==> src/rtl/uart_rx.sv <==
// uart_rx: 8N1 UART receiver, LSB first.
// The serial input passes through a two-flop synchroniser; a falling edge on the
// synchronised line starts a frame, each bit is sampled at mid-period, and the
// frame ends with a one-cycle o_valid (stop bit high) or o_err (stop bit low).
// o_state exposes the FSM state (IDLE=0, START=1, DATA=2, STOP=3) for observation.
module uart_rx #(
    parameter int D    = 234,   // clock cycles per bit, 4..255
    parameter int HALF = D / 2  // cycles from start-edge detection to start mid-sample
) (
    input  logic       i_clk,
    input  logic       i_rst,
    input  logic       i_rx,
    output logic [7:0] o_data,
    output logic       o_valid,
    output logic       o_err,
    output logic       o_busy,
    output logic [1:0] o_state
);

    typedef enum logic [1:0] {
        IDLE  = 2'd0,
        START = 2'd1,
        DATA  = 2'd2,
        STOP  = 2'd3
    } state_t;

    localparam logic [7:0] BIT_LAST  = 8'(D - 1);
    localparam logic [7:0] HALF_LAST = 8'(HALF - 1);

    state_t      state_q, state_d;
    logic        s1_q, s2_q, p_q;
    logic [7:0]  cnt_q, cnt_d;
    logic [3:0]  bit_q, bit_d;
    logic [7:0]  shreg_q, shreg_d;
    logic [7:0]  data_q, data_d;
    logic        valid_q, valid_d;
    logic        err_q, err_d;

    logic        fall;
    logic        half_hit;
    logic        bit_hit;

    assign fall     = p_q & ~s2_q;
    assign half_hit = (cnt_q == HALF_LAST);
    assign bit_hit  = (cnt_q == BIT_LAST);

    // State register plus synchroniser, counters, shift register and output flops.
    // Synchroniser and previous-sample flops reset high so an idle line is not a start edge.
    always_ff @(posedge i_clk) begin
        if (i_rst) begin
            state_q <= IDLE;
            s1_q    <= 1'b1;
            s2_q    <= 1'b1;
            p_q     <= 1'b1;
            cnt_q   <= 8'd0;
            bit_q   <= 4'd0;
            shreg_q <= 8'h00;
            data_q  <= 8'h00;
            valid_q <= 1'b0;
            err_q   <= 1'b0;
        end else begin
            state_q <= state_d;
            s1_q    <= i_rx;
            s2_q    <= s1_q;
            p_q     <= s2_q;
            cnt_q   <= cnt_d;
            bit_q   <= bit_d;
            shreg_q <= shreg_d;
            data_q  <= data_d;
            valid_q <= valid_d;
            err_q   <= err_d;
        end
    end

    // Next-state logic: start edge, mid-start check, eight data bits, mid-stop exit.
    always_comb begin
        state_d = state_q;
        case (state_q)
            IDLE: begin
                if (fall) state_d = START;
            end
            START: begin
                if (half_hit) state_d = s2_q ? IDLE : DATA;
            end
            DATA: begin
                if (bit_hit && (bit_q == 4'd7)) state_d = STOP;
            end
            STOP: begin
                // Leaving at mid-stop-bit leaves half a bit to catch a back-to-back start.
                if (bit_hit) state_d = IDLE;
            end
            default: state_d = IDLE;
        endcase
    end

    // Datapath: counters, bit shifting and the registered strobes.
    always_comb begin
        cnt_d   = cnt_q;
        bit_d   = bit_q;
        shreg_d = shreg_q;
        data_d  = data_q;
        valid_d = 1'b0;
        err_d   = 1'b0;
        case (state_q)
            IDLE: begin
                cnt_d = 8'd0;
                bit_d = 4'd0;
            end
            START: begin
                if (half_hit) begin
                    cnt_d = 8'd0;
                    bit_d = 4'd0;
                end else begin
                    cnt_d = cnt_q + 8'd1;
                end
            end
            DATA: begin
                if (bit_hit) begin
                    shreg_d = {s2_q, shreg_q[7:1]};
                    cnt_d   = 8'd0;
                    bit_d   = (bit_q == 4'd7) ? 4'd0 : bit_q + 4'd1;
                end else begin
                    cnt_d = cnt_q + 8'd1;
                end
            end
            STOP: begin
                if (bit_hit) begin
                    cnt_d = 8'd0;
                    if (s2_q) begin
                        data_d  = shreg_q;
                        valid_d = 1'b1;
                    end else begin
                        err_d = 1'b1;
                    end
                end else begin
                    cnt_d = cnt_q + 8'd1;
                end
            end
            default: begin
                cnt_d = 8'd0;
                bit_d = 4'd0;
            end
        endcase
    end

    assign o_data  = data_q;
    assign o_valid = valid_q;
    assign o_err   = err_q;
    assign o_busy  = (state_q != IDLE);
    assign o_state = state_q;

endmodule

==> config.mk <==
export PLATFORM = sky130hd
export DESIGN_NAME = uart_rx
export DESIGN_NICKNAME = d
export VERILOG_FILES = /design/src/rtl/uart_rx.sv
export SDC_FILE = /design/constraint.sdc
export NUM_CORES = 1
export LEC_CHECK = 0
export CAP_MARGIN = 15
export CORE_MARGIN = 8
export CORE_UTILIZATION = 52
export CTS_BUF_LIST = sky130_fd_sc_hd__clkbuf_4 sky130_fd_sc_hd__clkbuf_8
export DETAILED_ROUTE_END_ITERATION = 16
export PLACE_DENSITY = 0.77
export SYNTH_ARGS = -nofsm -noshare
export SYNTH_HDL_FRONTEND = slang
export SYNTH_SLANG_ARGS = --single-unit
==> constraint.sdc <==
create_clock -name i_clk -period 1.5 [get_ports i_clk]
set_input_delay 0.3 -clock i_clk [delete_from_list [all_inputs] [get_ports i_clk]]
set_output_delay 0.3 -clock i_clk [all_outputs]
set_load 0.05 [all_outputs]
== Word level (Yosys, flattened, before mapping) ==
Index checks and enable logic that the tools add are counted.
Word-level totals
  register bits: 35
  output and inout bits: 13
  logic and storage cells: 52
  bits of input ports: 3
Cells by class
  multiplexer cells: 15
  equal/unequal tests: 11
  bitwise operators: 4
  reduce and logical (&&, ||, !) cells: 10
  $add $sub $neg: 2
Operators by type and width (count)
  8-bit one-hot mux with 3 select lines: 1
  8-bit two-way mux: 2
  4-bit two-way mux: 3
  4-bit one-hot mux with 3 select lines: 1
  2-bit two-way mux: 5
  2-bit != test (second input constant): 5
  8-bit by 1-bit adder with 8-bit output (second input constant): 1
  8-bit by 7-bit == test with 1-bit output (second input constant): 1
  8-bit == test (second input constant): 1
  2-bit one-hot mux with 4 select lines: 1
  3-bit AND reduction: 2
  4-bit by 1-bit adder with 4-bit output (second input constant): 1
  2-bit == test (second input constant): 2
  4-bit by 3-bit == test with 1-bit output (second input constant): 1
  4-bit AND reduction: 1
  1-bit inverter: 3
  3-bit nonzero test: 1
  3-bit OR reduction: 1
  2-bit by 1-bit == test with 1-bit output (second input constant): 1
  2-bit logical NOT: 1
  1-bit two-way mux: 2
  2-bit AND reduction: 1
  2-bit nonzero test: 1
  2-bit OR reduction: 1
  other kinds (2): 2

== Logic depth before layout (Yosys ltp) ==
  depth in word-level cells: 4
  depth in mapped cells: 7

== Least setup slack after synthesis ==
OpenSTA, ideal clock, no wires.
  kind: reg-to-reg
  start: reg with a tool-made name
  end: reg data_q[1], in the netlist o_data[1]
  data arrival time: 1749 ps
  period minus slack after synthesis: 1877 ps
  data required time: 1372 ps
  setup time: 128 ps
  cell stages (with the launch flop): 6
  path slack: -377 ps
  path through: dfxtp_1 clkbuf_1 nand3_1 nor3_4 mux2i_1 nor2_1
RTL lines
  to (signal assigned): RTL line 69  | data_q <= data_d;
  to (decl): RTL line 35  | logic [7:0] data_q, data_d;

== Worst setup path in the final report ==
  start: reg cnt_q[0]
  end: reg state_q[0], in the netlist o_state[0]
Between the ends
  word-level cells in the longest chain between the ends: 4
  elaborated cells between the ends (all ways): 7
  classes of those cells: eq/ne (5); reduce/logical (2)
Ends and longest elaborated chain
  from (decl): RTL line 32  | logic [7:0] cnt_q, cnt_d;
  from (signal assigned): RTL line 66  | cnt_q <= cnt_d;
  8-bit == test: RTL line 45  | assign bit_hit = (cnt_q == BIT_LAST);
  1-bit logical AND: RTL line 86  | if (bit_hit && (bit_q == 4'd7)) state_d = STOP;
  2-bit != test (no line)
  4-bit AND reduction (no line) (*)
  to (signal assigned): RTL line 62  | state_q <= state_d;
  to (decl): RTL line 30  | state_t state_q, state_d;
Mark *: on every way between the ends. The rest lies on a longest branch, timed or not.
A chain may end at the register's enable or synchronous reset.

==> run metrics <==
result of the run complete, but fails checks; failing checks negative setup slack; Psw between 0.0003 and 0.0004 W; hold slack final about 0.42 ns; router iterations before antenna repair 4; nets@finish 195; worst path bufs/invs 2; unrepaired setup endpoints after global routing true; highest net fanout along the worst path 3; post-synth net total 160; Power per Cell Area around 730 nW/um^2; count of fill cells added during filler insertion 179; placer congestion estimate roughly 0.83; floorplan die height 69.2 um; minimum setup slack among reg-to-reg paths -0.07 ns; clock latency of the later-clocked register in the worst-skew pair between 0.3 and 0.4 ns; worst hold path startpoint s1_q; maximum level of the CTS H-tree 2; net switching share of the total power 0.220; remaining antenna violation count 0; pin count of the biggest net entering global routing 15; CTS Hold Buffers Added 0; min Tclk post-route 1.57 ns; Max-slew headroom 0.803; clock-pin slew reported for the worst setup and hold paths after clock tree synthesis 0.11 ns; clock root buffer sky130_fd_sc_hd__clkbuf_4; initial antenna violation count 0; number of max-slew violations in the final report 0; Peak Freq 637 MHz; Synth-to-Final Area Change 40.3%; reported leakage power 0.843 nW; most instantiated flip-flop cell in the synthesis netlist sky130_fd_sc_hd__dfxtp_1; endpoint class of the critical path flip-flop; crit share post-route 1.05; proportion of power drawn by the clock network 0.345; reg2reg end o_state[0]; share of layout cells above drive strength 1 0.344; starting utilization of the core area 0.542; sequential share of power 0.623; Post-Syn Area per Cell just under 10 um^2; count of flip-flops with a built-in enable after synthesis 0; transition time at the pin with the least slew margin just under 0.3 ns; boundary pin count 16; diode count 0; worst hold stages 1; IR drop worst, VDD ~780 uV; average detailed-routed wire length per instance around 16 um; maximum root-to-sink buffer count 2; floorplan core area ~2700 um^2; post-synthesis cell area between 1000 and 1500 um^2; delay of the slowest cell on the worst path 0.39 ns; destination of the worst hold path s2_q; first-pass GRT wire length about 5700 um; Worst Reg-to-Reg Cells 7; number of maximum-capacitance violations 0; post-detailed-route DRC marker count 0; path type of the worst min-delay path flip-flop to flip-flop; kind of start point of the critical path flip-flop; DRC violation total after the first TritonRoute iteration 120; number of global-route vias before repair approximately 1,200; Total Negative Setup Slacks -0.593 ns; final std cells w/o fill between 200 and 250; source of the worst register-to-register timing path cnt_q[0]; horizontal die dimension 69.2 um; Placed Cells incl. Taps a little over 200; part of the power in combinational logic 0.031; sequential cell area fraction in the yosys report 0.477; total clock buffers created by CTS 5; Data required, critical path 1.73 ns; number of vias in the routed layout 1,211; total routing usage reported by global routing 0.145; routed via count divided by cell count ~5.5; total clock sinks 35; Remaining Overflow, GRT 0; critical path arrival 1.80 ns; synthesized instance count 153; cell-by-cell trace of the critical path inv_4 -> ha_4 -> nand4_1 -> o311a_1 -> buf_4 -> o21ai_2 -> a21oi_1; smallest setup slack after layout -0.0696 ns; Internal Pwr Total roughly 0.0012 W; yosys synthesis warning count 0; slowest stage cell on the critical path sky130_fd_sc_hd__o311a_1; number of synthesized register bits 35; Setup Crit Path Kind flip-flop to flip-flop; number of buffer cells added on primary ports 15; dpl hpwl between 2000 and 2500 um; Post-synth ARST share 0; number of failing hold endpoints at the final stage 0; clock skew approximately 0.012 ns; number of library cell types mapped by synthesis 33; area of the die between 4000 and 5000 um^2; dominant delay contributor by cell family on the critical path compound AO/OA/AOI/OAI gates; routed wire length around 3500 um; num rows 19; # setup viols final 14; CTS tree yes; post-layout power 0.00150 W
-- per-stage QoR --
stage | util | area (um^2) | setup WS, ns
final | 0.761 | 2060 | -0.0696
after global placement | 0.691 | 1870 | 0.0204
after global routing | 0.761 | 2060 | -0.172
after detailed placement | 0.691 | 1870 | -0.0426
after floorplan | - | 1490 | 0.00735
after CTS | 0.737 | 2000 | -0.0267
-- cells in the final DEF, fill, tap and decap left out, types with 3 or more instances in the layout --
cell,synthesis,layout
sky130_fd_sc_hd__clkbuf_4,0,7
sky130_fd_sc_hd__inv_1,7,5
sky130_fd_sc_hd__o21ai_0,5,3
sky130_fd_sc_hd__nor4_1,3,3
sky130_fd_sc_hd__xor2_1,3,3
sky130_fd_sc_hd__dfxtp_2,0,3
sky130_fd_sc_hd__nand3_1,6,5
sky130_fd_sc_hd__a21oi_1,4,3
sky130_fd_sc_hd__nand2b_1,3,3
sky130_fd_sc_hd__or2_2,3,3
sky130_fd_sc_hd__buf_12,0,13
sky130_fd_sc_hd__buf_4,0,15
sky130_fd_sc_hd__nor2_1,26,24
sky130_fd_sc_hd__xnor2_1,3,3
sky130_fd_sc_hd__dfxtp_1,35,30
sky130_fd_sc_hd__mux2i_1,16,16
sky130_fd_sc_hd__nand2_1,5,5
sky130_fd_sc_hd__buf_6,0,5
-- registers in the layout, indices dropped and copies added (netlist names), named ones only --
register / cells
s2_q: 1
s1_q: 1
o_data: 8
cnt_q: 8
o_valid: 1
shreg_q: 8
p_q: 1
o_err: 1
o_state: 1
bit_q: 4
-- cell type report --
| cell class | instances | area (um^2) | share of cell area |
|---|---|---|---|
| Clock buffer | 7 | 52.6 | 0.0255 |
| Clock inverter | 1 | 5.00 | 0.00243 |
| Inverter | 7 | 31.3 | 0.0152 |
| Multi-Input combinational cell | 104 | 774 | 0.375 |
| Sequential cell | 35 | 712 | 0.345 |
| Tap cell | 31 | 38.8 | 0.0188 |
| Timing Repair Buffer | 35 | 449 | 0.218 |
-- power by group through the flow --
| stage | sequential [W] | combinational, W | clock (W) |
|---|---|---|---|
| 2_1_floorplan | 0.000957 | 0.0000239 | 0 |
| 3_3_place_gp | 0.000956 | 0.0000442 | 0 |
| 3_5_place_dp | 0.000956 | 0.0000448 | 0 |
| 4_1_cts | 0.000935 | 0.0000463 | 0.000527 |
| 5_1_grt | 0.000935 | 0.0000517 | 0.000571 |
| 6_report | 0.000933 | 0.0000471 | 0.000517 |
-- metal layers --
metal	global-route usage	vias to the layer above	part of all wire
met1	0.154	566	0.41
met4	0.105	0	0.053
met5	0	-	0
met3	0.0415	20	0.037
met2	0.239	32	0.50
li1	-	593	-
-- worst register-to-register path, delay by kind of cell (launching register included) --
kind | cells | cell delay, ns
compound gates | 3 | 0.63
fa+ha+maj | 1 | 0.11
buf+inv | 2 | 0.22
flops | 1 | 0.38
simple gates | 1 | 0.12
-- synthesized netlist by cell type, drive strengths merged (2+ instances only) --
| cell | n | area share |
|---|---|---|
| a21oi | 4 | 0.014 |
| a31oi | 2 | 0.0085 |
| and2 | 2 | 0.0085 |
| and3 | 2 | 0.0085 |
| buf | 2 | 0.0068 |
| clkbuf | 5 | 0.013 |
| dfxtp | 35 | 0.48 |
| ha | 4 | 0.034 |
| inv | 7 | 0.018 |
| mux2i | 16 | 0.11 |
| nand2 | 5 | 0.013 |
| nand2b | 3 | 0.013 |
| nand3 | 6 | 0.020 |
| nand4 | 2 | 0.0085 |
| nor2 | 26 | 0.066 |
| nor3 | 3 | 0.018 |
| nor4 | 3 | 0.013 |
| o21a | 2 | 0.010 |
| o21ai | 5 | 0.017 |
| or2 | 3 | 0.013 |
| xnor2 | 3 | 0.018 |
| xor2 | 3 | 0.018 |
-- worst max path at each step --
stage	slack, ns	depth (start not counted)	start	to
final	-0.07	7	cnt_q[0]	o_state[0]
after global placement	0.02	6	cnt_q[1]	o_state[0]
after detailed placement	-0.04	8	cnt_q[1]	o_data[4]
after floorplan	0.007	5	flip-flop	o_data[1]
after global routing	-0.17	7	cnt_q[0]	o_state[0]
after CTS	-0.03	7	cnt_q[1]	cnt_q[3]
-- timing repair --
item	4_1_cts	5_1_grt
setup endpoints to repair	21	31
pin swaps	2	4
resized for setup	10	16
setup buffers	5	1
hold endpoints to repair	0	0
cloned	0	1
-- logic make-up after synthesis --
| logic type | share of synthesized area |
|---|---|
| xor gates and xnor gates | 0.0358 |
| and+or+nand+nor | 0.226 |
| buffers and inverters | 0.0375 |
| adders and majority gates | 0.0340 |
| AOI/OAI and AO/OA | 0.0817 |
| muxes | 0.109 |
| DFF | 0.477 |
No activity file was read; power rests on OpenSTA's default activity.
